<file path="config.mk">
export PLATFORM = sky130hd
export DESIGN_NAME = pulse_cmd_fifo
export DESIGN_NICKNAME = d
export VERILOG_FILES = /design/src/rtl/pulse_cmd_fifo.sv
export SDC_FILE = /design/constraint.sdc
export NUM_CORES = 1
export LEC_CHECK = 0
export ABC_AREA = 1
export CAP_MARGIN = 25
export CORE_MARGIN = 4
export CORE_UTILIZATION = 40
export DETAILED_ROUTE_END_ITERATION = 10
export PLACE_DENSITY = 0.58
export SYNTH_ARGS = -nofsm -noshare
export SYNTH_HDL_FRONTEND = slang
export SYNTH_SLANG_ARGS = --single-unit
</file>
<file path="constraint.sdc">
create_clock -name clk -period 6.6 [get_ports clk]
set_clock_uncertainty 0.2 [all_clocks]
set_input_delay 0.99 -clock clk [delete_from_list [all_inputs] [get_ports clk]]
set_output_delay 0.99 -clock clk [all_outputs]
set_load 0.05 [all_outputs]
</file>
<file path="src/rtl/pulse_cmd_fifo.sv">
// -----------------------------------------------------------------------------
// pulse_cmd_fifo
// Queues the 72-bit pulse commands that the processor core strobes out. The
// queue drains to the signal-generator element over a valid/ready handshake.
// A stalled element never loses a command that the queue accepted, and it
// never sees a command twice. Occupancy and a sticky overflow flag are
// reported to the control/status path.
//
// Optional feature: define CMD_TIMESTAMP_EN to stamp each accepted command
// with a free-running cycle counter and present the head stamp on ts_out.
//
// Ports:
//   clk          single clock for all logic
//   reset        asynchronous active-low reset (clears pointers, flags, counter)
//   cmd_in       command word from the core
//   cstrobe_in   one-cycle push qualifier for cmd_in
//   cmd_out      head-of-queue command, all-zero while cmd_valid=0
//   cmd_valid    head entry available
//   cmd_ready    element accepts head entry (pop on cmd_valid & cmd_ready)
//   level        number of stored entries, 0..2**DEPTH_LOG2
//   full         level == 2**DEPTH_LOG2
//   empty        level == 0
//   overflow     sticky: a strobed command was dropped
//   overflow_clr synchronous clear of overflow (a drop on the same edge wins)
//   ts_out       head entry timestamp (CMD_TIMESTAMP_EN only)
// -----------------------------------------------------------------------------
module pulse_cmd_fifo #(
  parameter int CMD_WIDTH  = 72,
  parameter int DEPTH_LOG2 = 3,
  parameter int TS_WIDTH   = 32
) (
  input  logic                  clk,
  input  logic                  reset,
  input  logic [CMD_WIDTH-1:0]  cmd_in,
  input  logic                  cstrobe_in,
  output logic [CMD_WIDTH-1:0]  cmd_out,
  output logic                  cmd_valid,
  input  logic                  cmd_ready,
  output logic [DEPTH_LOG2:0]   level,
  output logic                  full,
  output logic                  empty,
  output logic                  overflow,
  input  logic                  overflow_clr
`ifdef CMD_TIMESTAMP_EN
  ,
  output logic [TS_WIDTH-1:0]   ts_out
`endif
);

  localparam int DEPTH = 1 << DEPTH_LOG2;

  // Reject parameter values outside the supported range at elaboration.
  if (DEPTH_LOG2 < 1 || DEPTH_LOG2 > 8 || TS_WIDTH < 1) begin : g_param_check
    $error("pulse_cmd_fifo: DEPTH_LOG2 must be 1..8 and TS_WIDTH >= 1");
  end

  logic [CMD_WIDTH-1:0]  mem_r [DEPTH];
  logic [DEPTH_LOG2:0]   wr_ptr_r;
  logic [DEPTH_LOG2:0]   rd_ptr_r;
  logic                  overflow_r;

  logic                  full_s;
  logic                  empty_s;
  logic                  pop_s;
  logic                  push_s;
  logic                  drop_s;

  // The pointers carry one extra wrap bit. When the low bits match, equal
  // wrap bits mean the queue is empty and different wrap bits mean it is full.
  assign empty_s = (wr_ptr_r == rd_ptr_r);
  assign full_s  = (wr_ptr_r[DEPTH_LOG2] != rd_ptr_r[DEPTH_LOG2]) &&
                   (wr_ptr_r[DEPTH_LOG2-1:0] == rd_ptr_r[DEPTH_LOG2-1:0]);

  assign pop_s  = !empty_s && cmd_ready;
  // When full, a strobe is accepted only if a pop frees a slot on the same edge.
  assign push_s = cstrobe_in && (!full_s || pop_s);
  assign drop_s = cstrobe_in && full_s && !pop_s;

  // Storage array, written on accepted pushes only; contents are not reset.
  always_ff @(posedge clk) begin
    if (push_s) begin
      mem_r[wr_ptr_r[DEPTH_LOG2-1:0]] <= cmd_in;
    end
  end

  // Write and read pointers; both wrap naturally through the extra bit.
  always_ff @(posedge clk or negedge reset) begin
    if (!reset) begin
      wr_ptr_r <= '0;
      rd_ptr_r <= '0;
    end else begin
      if (push_s) begin
        wr_ptr_r <= wr_ptr_r + {{DEPTH_LOG2{1'b0}}, 1'b1};
      end
      if (pop_s) begin
        rd_ptr_r <= rd_ptr_r + {{DEPTH_LOG2{1'b0}}, 1'b1};
      end
    end
  end

  // Sticky overflow flag: a drop on the same edge overrides the clear.
  always_ff @(posedge clk or negedge reset) begin
    if (!reset) begin
      overflow_r <= 1'b0;
    end else if (drop_s) begin
      overflow_r <= 1'b1;
    end else if (overflow_clr) begin
      overflow_r <= 1'b0;
    end
  end

  assign cmd_valid = !empty_s;
  assign cmd_out   = empty_s ? {CMD_WIDTH{1'b0}} : mem_r[rd_ptr_r[DEPTH_LOG2-1:0]];
  assign level     = wr_ptr_r - rd_ptr_r;
  assign full      = full_s;
  assign empty     = empty_s;
  assign overflow  = overflow_r;

`ifdef CMD_TIMESTAMP_EN
  logic [TS_WIDTH-1:0] ts_cnt_r;
  logic [TS_WIDTH-1:0] ts_mem_r [DEPTH];

  // Free-running stamp counter; wraps to zero after all-ones.
  always_ff @(posedge clk or negedge reset) begin
    if (!reset) begin
      ts_cnt_r <= '0;
    end else begin
      ts_cnt_r <= ts_cnt_r + {{(TS_WIDTH-1){1'b0}}, 1'b1};
    end
  end

  // Stamp storage: each accepted push records the counter value from before the edge.
  always_ff @(posedge clk) begin
    if (push_s) begin
      ts_mem_r[wr_ptr_r[DEPTH_LOG2-1:0]] <= ts_cnt_r;
    end
  end

  assign ts_out = empty_s ? {TS_WIDTH{1'b0}} : ts_mem_r[rd_ptr_r[DEPTH_LOG2-1:0]];
`endif

endmodule
</file>
# Word level (Yosys, flattened, before mapping)
# Memory sizes are Yosys's and may differ from the RTL's.
# Index checks and enable logic that the tools add are counted.
dict set report classes {
  n_mux 5
  mul 0
  n_reduce_logical 10
  div_mod_pow 0
  add_sub_neg 3
  shifts 0
  magnitude_cmp 0
  n_bitwise 0
  eq_ne 3
}
# operator n
set ops {}
lappend ops {{two-way mux 72 bit} 1}
lappend ops {{adder 4 x 1 -> 4 bit, second input constant} 2}
lappend ops {{logical AND 1 bit} 5}
lappend ops {{== test 4 bit} 1}
lappend ops {{two-way mux 1 bit} 4}
lappend ops {{subtractor 4 bit} 1}
lappend ops {{== test 3 bit} 1}
lappend ops {{zero test 1 bit} 3}
lappend ops {{nonzero test 2 bit} 1}
lappend ops {{logical OR 1 bit} 1}
lappend ops {{!= test 1 bit} 1}
dict set report totals {
  regBits 9
  ram_bits 576
  mem_count 1
  output_inout_bits 80
  input_bits 77
  rom_bits 0
  latch_bits 0
  word_cells 25
}
# name depth word_bits rd rd_ports_with_merged_regs write_ports line_no
set mem_list {}
lappend mem_list {mem_r 8 72 1 0 1 57} ;# logic [CMD_WIDTH-1:0] mem_r [DEPTH];

# Logic depth before layout (Yosys ltp)
# Gate-level depths: netlist of run 1.
dict set report depth {
  word_depth 7
  depth_mapped 11
  depth_no_buf 8
}

# Worst setup path after synthesis of run 1
# No wires, ideal clock.
dict set report synth_timing {
  path_kind {reg2reg}
  from {register rd_ptr_r[2]}
  to {memory mem_r[0][0], enable pin}
  arrival_ps 4747
  period_less_slack_ps 5450
  setup_slack_ps 1150
  n_path_buf 2
  setup_ps 503
  path_stages_with_launch 10
  required_ps 5897
  cell_sequence {dfrtp_1 buf_2 buf_1 inv_1 ha_1 nand3_1 inv_1 nand3_1 nand2_1 nor2_1}
}
dict set report synth_via {
  elab_chain_cells 7
  word_cells_on_any_way 10
  cone_classes {eq/ne (2); mux (2); reduce/logical (6)}
}
# element line_no
set synth_rtl {}
lappend synth_rtl {{from (decl)} 59} ;# logic [DEPTH_LOG2:0] rd_ptr_r;
lappend synth_rtl {{from (signal assigned)} 96} ;# rd_ptr_r <= rd_ptr_r + {{DEPTH_LOG2{1'b0}}, 1'b1};
lappend synth_rtl {{== test 4 bit / == test 3 bit (equally long branches)} {70, 72}}
lappend synth_rtl {{zero test 1 bit / logical AND 1 bit (equally long branches)} {74, 71}}
lappend synth_rtl {{logical AND 1 bit / zero test 1 bit (equally long branches)} {74, 76}}
lappend synth_rtl {{logical OR 1 bit *} 76} ;# assign push_s = cstrobe_in && (!full_s || pop_s);
lappend synth_rtl {{logical AND 1 bit *} 76}
lappend synth_rtl {{two-way mux 1 bit *} 81} ;# if (push_s) begin
lappend synth_rtl {{two-way mux 1 bit (implied by the code) *} 82} ;# mem_r[wr_ptr_r[DEPTH_LOG2-1:0]] <= cmd_in;
lappend synth_rtl {{to (decl)} 57}
# Every way passes the cells marked *; elsewhere a longest branch is shown, timed or not.

# Final worst setup path of run 1
dict set report layout_timing {
  from {register rd_ptr_r[1]}
  to {output port cmd_out[5]}
}
dict set report layout_via {
  elab_chain_cells 2
  word_cells_on_any_way 3
  cone_classes {eq/ne (1); mux (1); memory (1)}
}
# element line_no
set layout_rtl {}
lappend layout_rtl {{memory (8 x 72 bit) / == test 4 bit (equally long branches)} -}
lappend layout_rtl {{two-way mux 72 bit *} 113} ;# assign cmd_out = empty_s ? {CMD_WIDTH{1'b0}} : mem_r[rd_ptr_r[DEPTH_LOG2-1:0]];
lappend layout_rtl {{to (decl)} 36} ;# output logic [CMD_WIDTH-1:0] cmd_out,
# Marked as above.

==> results list, run 1 <==
* Data arrival at the endpoint of the critical path: 4.49 ns
- Worst voltage drop across the vdd grid: 0.590 mV
- The critical path in this run is classified as flip-flop to output pin.
* Number of storage elements in the synthesis netlist: 585
- After Yosys synthesis, and, or, nand and nor cells account for 20.5% of the synthesized area.
* Path category of the worst min-delay check: flip-flop to flip-flop
- Final clock period utilization by the worst path: 86.0%
- The library cell used most frequently in the layout, excluding fill and tap cells, is sky130_fd_sc_hd__nand2_1.
* Ports placed on the boundary: 157
- Element type at the critical path start: flip-flop
- Layout area overhead: 17.6%
- Shortest period the worst path allows: 5.68 ns
- HPWL after detailed placement: 32700 um
* CTS Hold Buffers Added: 0
- Setup violations remaining at the end of the flow were counted as 0.
- Routability-driven placement finished with a final weighted congestion of about 0.75.
- Pin count of the biggest net entering global routing: 180
* Leakage power figure: 13.4 nW
* Average size of a mapped cell: between 9 and 10 um^2
- Fin cells: about 3600
- Post-Synth Adder-Cell Area: less than 1%
- Peak clock frequency supported by timing: ~0.18 GHz
- The synthesized netlist occupies a cell area of 25700 um^2.
- At the worst endpoint, the required time is 5.41 ns.
- For this block, the initial DRC count from the detailed router was 1335.
* Wirelength, routed: 62000 um
- TritonCTS built the clock tree.
- For the worst-skew pair, the clock arrives at the later sink with an insertion delay of 0.63 ns.
- The detail route stage leaves a number of antenna-violating nets equal to 0.
- Gates resized, CTS repair: 0
- Slew of the pin with the lowest slew margin: ~1.1 ns
- The synthesized netlist devotes 0.0584% of its cell area to compound gates.
- Synthesis Warnings: 0
- The synthesized netlist contains 20 unique library cells.
* Synthesized-area fraction occupied by xor and xnor cells: less than 1%
* Power density relative to cell area: roughly 500 nW/um^2
- The first global-routing pass estimated 93800 um of wire.
* Max-slew headroom: 28.9%
- Die footprint: just under 70000 um^2
- Summing the sequential cell areas from Yosys gives between 60% and 70% of the chip area.
- Clock root cell: sky130_fd_sc_hd__clkbuf_16
- The clock passes through at most 3 buffers.
- For this run, the post-layout net count is 2804.
- Number of port buffers: 156
- In this run, placement finished with an instance count of 3500.
- Type of destination of the critical path: output pin
* Post-detailed-route wirelength per cell: 17.1 um
* Number of global-route vias before repair: 16100
- The initial antenna violation count is 9.
* Final TNS setup: 0 ns
* Chip Width: 262 um
- Core Rows: 92
- Final Hold Viols: 0
* Dominant combinational cell family by area after synthesis: simple AND/OR/NAND/NOR gates
* Clock Sink Count: between 500 and 600
- The number of nets handed over by synthesis was 2675.
* Mux contribution to synthesized area: 0%
* Global-route usage over all layers: 17.9%
* Commonest cells after routing, fill and taps aside: 754 x sky130_fd_sc_hd__nand2_1, 588 x sky130_fd_sc_hd__inv_1, 576 x sky130_fd_sc_hd__edfxtp_1
* Setup repair after global routing missed its margin: false
* Vias per inst: 4.66
- Cell count after synthesis: 2592
- Clock-pin slew was measured on the worst setup and hold paths at 0.06 ns.
- Number of maximum-capacitance constraint violations: 0
- After global routing the overflow that remains totals 0.
* Layout cell share with drive strength beyond 1: between 4 and 5%
- The filler cells instantiated in the layout total 5623.
* Maximum fanout along the worst path: 45
* Number of max-slew violations in the final report: 0
- Number of buffers added by the clock tree synthesis step: 61
* Remaining routing DRC violations: 0
* Total via count in the routed design: ~17000
- Core Region: 63300 um^2
- Once the clock tree was built, the setup fixing pass inserted 0 buffers.
- H-tree Lvls: 2
- Once the floorplan was initialized, standard cells occupied 40.6% of the core.
* Run status: completed
- From bottom edge to top edge, the die measures 262 um.
* First-pass iteration count of the detailed router: 7
[sequential cells by signal (all words and copies together) (netlist names)]
register	cells
mem_r	576
rd_ptr_r	4
overflow	1
wr_ptr_r	4
[Yosys cell counts (all sizes together)]
master	count	share of area [%]
a21oi	1	0.019
buf	90	1.7
clkbuf	30	0.44
dfrtp	9	0.88
edfxtp	576	67
fa	1	0.078
ha	5	0.24
inv	592	8.6
nand2	754	11
nand3	371	7.2
nand4	1	0.024
nor2	155	2.3
o21ai	2	0.039
xnor2	1	0.034
xor2	4	0.14
[stage by stage]
stage               setup WS [ns]  hold slack [ns]  cell area (um^2)  util, %  total power [W]
detailed placement           1.54            0.320             28200     44.5           0.0120
CTS                         0.815            0.342             30100     47.6           0.0154
global placement             1.60            0.286             28200     44.5           0.0119
floorplan                    1.15            0.264             25700        -          0.00963
finish                      0.923            0.331             30200     47.8           0.0152
global route                0.700            0.385             30200     47.8           0.0161
[power by group]
part	leakage, nW	switching (W)	internal (W)	total, W
logic	7.10	0.00499	0.00202	0.00701
registers	5.34	0.000251	0.00459	0.00484
clock network	0.939	0.00141	0.00194	0.00336
total	13.4	0.00665	0.00856	0.0152
[area by class of cell]
cell class	count	area [um^2]	share of cell area, %
Tap cell	846	1060	3.50
Multi-Input combinational cell	1295	5480	18.1
Antenna cell	5	12.5	0.0414
Timing Repair Buffer	186	1980	6.55
Clock buffer	73	1590	5.27
Inverter	592	2230	7.38
Sequential cell	585	17500	58.0
Clock inverter	39	354	1.17
[layer usage]
layer / vias up / track usage, % / share of wire, %
li1: 8377 / - / -
met1: 8039 / 24.3 / 45
met2: 342 / 29.5 / 47
met3: 91 / 3.21 / 5.0
met4: 12 / 5.38 / 2.2
met5: - / 0 / 0.13
[cell families (layout without fill, tap and decap cells)]
kind of cell	count (synthesis)	after routing
xor+xnor	5	5
fa+ha+maj	6	6
simple gates	1281	1281
compound gates	3	3
buf+inv	712	890
other cells	0	5
flops	585	585
[worst paths after layout]
path / startpoint / to / slack, ns / cells past startpoint
max: rd_ptr_r[1] / cmd_out[5] / 0.92 / 9
min reg2reg: overflow / overflow / 0.33 / 2
max in group asynchronous: reset / rd_ptr_r[1] / 5.34 / 1
max reg2reg: rd_ptr_r[1] / mem_r[0][37] / 2.42 / 8
min: overflow / overflow / 0.33 / 2
min in group asynchronous: reset / wr_ptr_r[3] / 0.49 / 1
[worst max-delay path: stages (launching register included)]
cell and delay, ns:
sky130_fd_sc_hd__dfrtp_4 0.85, sky130_fd_sc_hd__inv_4 0.27, sky130_fd_sc_hd__ha_1 0.37, sky130_fd_sc_hd__nand3_1 0.12, sky130_fd_sc_hd__nor2_2 0.07, sky130_fd_sc_hd__inv_2 0.55
sky130_fd_sc_hd__buf_4 0.40, sky130_fd_sc_hd__nand2_1 0.09, sky130_fd_sc_hd__nor2_1 0.20, sky130_fd_sc_hd__clkdlybuf4s50_1 0.85
No activity file was read; power rests on OpenSTA's default activity.
==> run 2: changes to the inputs <==
CORE_UTILIZATION = 48   (was 40)
PLACE_DENSITY = 0.68   (was 0.58)
SLEW_MARGIN = 0   (was unset)
==> results list, run 2 (synthesis results as in run 1) <==
- # nets final: 2796 (-0.29%)
* Peak clock frequency supported by timing: 0.174 GHz (-1.5%)
- Source-to-sink clock delay at the later pin of the worst-skew pair: 0.59 ns (-0.04 ns)
- Initial core utilization: 48.8% (+8.1 points)
- The fraction of the cycle the final worst path needs came to 87.3% (+1.3 points).
- Commonest cells after routing, fill and taps aside: 754 x sky130_fd_sc_hd__nand2_1, 588 x sky130_fd_sc_hd__inv_1, 576 x sky130_fd_sc_hd__edfxtp_1
- Overall die height: 239 um (-8.4%)
- Fin cells: 3444 (-4.9%)
- Path category of the worst min-delay check: flip-flop to flip-flop
- CTS Hold Buffers Added: 0 (unchanged)
- Total via count in the routed design: 17100 (+1.2%)
- Leakage power figure: 13.2 nW (-1.4%)
* Slew of the pin with the lowest slew margin: 1.00 ns (-0.0647 ns)
* Weighted congestion reported at the end of routability-driven placement: 0.765 (+2.2%)
- Final TNS setup: 0 ns (unchanged)
* Clock Sink Count: 585 (unchanged)
- The global-route wire length before repair was 90600 um (-3.4%).
- Remaining routing DRC violations: 0 (unchanged)
* Layout area overhead: 15.1%
- The post-CTS clock slew at the launch and capture registers of the worst setup and hold paths is 0.06 ns (about the same).
- Start-to-end type of the worst setup path: flip-flop to output pin
- Wirelength, routed: 58600 um (-5.4%)
* Setup repair after global routing missed its margin: false
- The total of buffers placed on input and output ports is 156 (unchanged).
* CP Data Required Time: 5.41 ns (about the same)
- Initial antenna violation count: 5 (-4)
* HPWL after detailed placement: 31200 um (-4.3%)
* Final Hold Viols: 0 (unchanged)
- Number of max-slew violations in the final report: 0 (unchanged)
* TritonCTS clock tree: done
- The number of nets with antenna violations after routing came to 0 (unchanged).
- Layout cell share with drive strength beyond 1: 4.07% (-0.59 points)
* Number of global-route vias before repair: 16800 (+4.7%)
- The power density over the cells was 496 nW/um^2 (-1.4%).
* DRC marker count from the first detailed-route iteration: 1347 (+0.90%)
- The headroom to the max-slew limit was 33.2% (+4.3 points).
- Gates resized, CTS repair: 0 (unchanged)
* H-tree Lvls: 2 (unchanged)
- Most common cell after layout, fill and taps aside: sky130_fd_sc_hd__nand2_1
- Pin count of the biggest net entering global routing: 139 (-23%)
- The standard-cell row count was 84 (-8.7%).
* Number of buffers added by the clock tree synthesis step: 58 (-4.9%)
- Element type at the critical path start: flip-flop
- Vias per inst: 4.95 (+6.4%)
- The highest ir drop seen on vdd was 0.587 mV (-0.56%).
- Cell count after placement: 3341 (-4.5%)
- Final setup vio count: 0 (unchanged)
- The average wire per standard cell came to 17.0 um (-0.59%).
* Grt total ovfl: 0 (unchanged)
- The combined global-route utilization of all metal layers was 20.2% (+2.4 points).
- Core Region: 52800 um^2 (-17%)
* Clock root cell: sky130_fd_sc_hd__clkbuf_16
- Chip Width: 239 um (-8.4%)
- Ports placed on the boundary: 157 (unchanged)
- The maximum buffer depth of the clock tree is 3 (unchanged).
* Flip-flop count of the largest register after layout: 576 (unchanged)
- The worst setup path is captured at an output pin.
* Die footprint: 57400 um^2 (-16%)
* First-pass iteration count of the detailed router: 5 (-2)
- Shortest period the worst path allows: 5.76 ns (+0.0863 ns)
- Number of maximum-capacitance constraint violations: 0 (unchanged)
- Maximum fanout along the worst path: 46 (+2.2%)
- Run status: completed
- The worst path arrival time is 4.57 ns (+0.08 ns).
- The setup fix buffers added after clock tree synthesis is 0 (unchanged).
[run 2: worst max-delay path, stage by stage (launching register included)]
cell                              delay (ns)
sky130_fd_sc_hd__dfrtp_4                0.85
sky130_fd_sc_hd__inv_4                  0.35
sky130_fd_sc_hd__ha_1                   0.40
sky130_fd_sc_hd__nand3_1                0.11
sky130_fd_sc_hd__nor2_2                 0.07
sky130_fd_sc_hd__inv_2                  0.53
sky130_fd_sc_hd__buf_4                  0.44
sky130_fd_sc_hd__nand2_1                0.09
sky130_fd_sc_hd__nor2_1                 0.22
sky130_fd_sc_hd__clkdlybuf4s50_1        0.86
[run 2: through the flow]
step	hold slack [ns]	power [W]	setup WS (ns)	cell area, um^2	utilization (%)
4_1_cts	0.326	0.0148	0.820	29600	56.1
6_report	0.328	0.0147	0.837	29600	56.1
3_5_place_dp	0.310	0.0118	1.48	27900	53.0
2_1_floorplan	0.264	0.00963	1.15	25700	-
5_1_grt	0.337	0.0155	0.620	29600	56.1
3_3_place_gp	0.307	0.0118	1.50	27900	52.9
[run 2: path summary, 6_finish.rpt]
kind	from	to	cells past startpoint	slack (ns)
max in group asynchronous	reset	rd_ptr_r[2]	1	5.34
worst max register to register	rd_ptr_r[1]	mem_r[5][38]	8	2.37
worst min-delay path	rd_ptr_r[3]	rd_ptr_r[3]	2	0.33
worst max-delay path	rd_ptr_r[1]	cmd_out[14]	9	0.84
worst min register to register	rd_ptr_r[3]	rd_ptr_r[3]	2	0.33
min in group asynchronous	reset	wr_ptr_r[0]	1	0.51
[run 2: area by class of cell]
class / instances / area [um^2]
fillers: 4414 / 23100
flip-flops and latches: 585 / 17500
multi-input cells: 1295 / 5480
inverters: 592 / 2230
repair buffers: 181 / 1830
clock buffers: 73 / 1530
well taps: 688 / 861
clock inverters: 27 / 143
diodes: 3 / 7.51
[run 2: report_power, final]
group          internal [W]  switching [W]
logic               0.00198        0.00485
registers           0.00459       0.000314
clock network       0.00162        0.00133
total               0.00819        0.00650
[run 2: routing by layer]
metal  up-vias  wire length (um)  share of wire (%)  GRT usage (%)
met5         -                37              0.063              0
met4         6              1280                2.2           5.54
met3        95              3440                5.9           3.75
met2       461             29200                 50           35.5
met1      8149             24600                 42           26.0
li1       8348                 -                  -              -
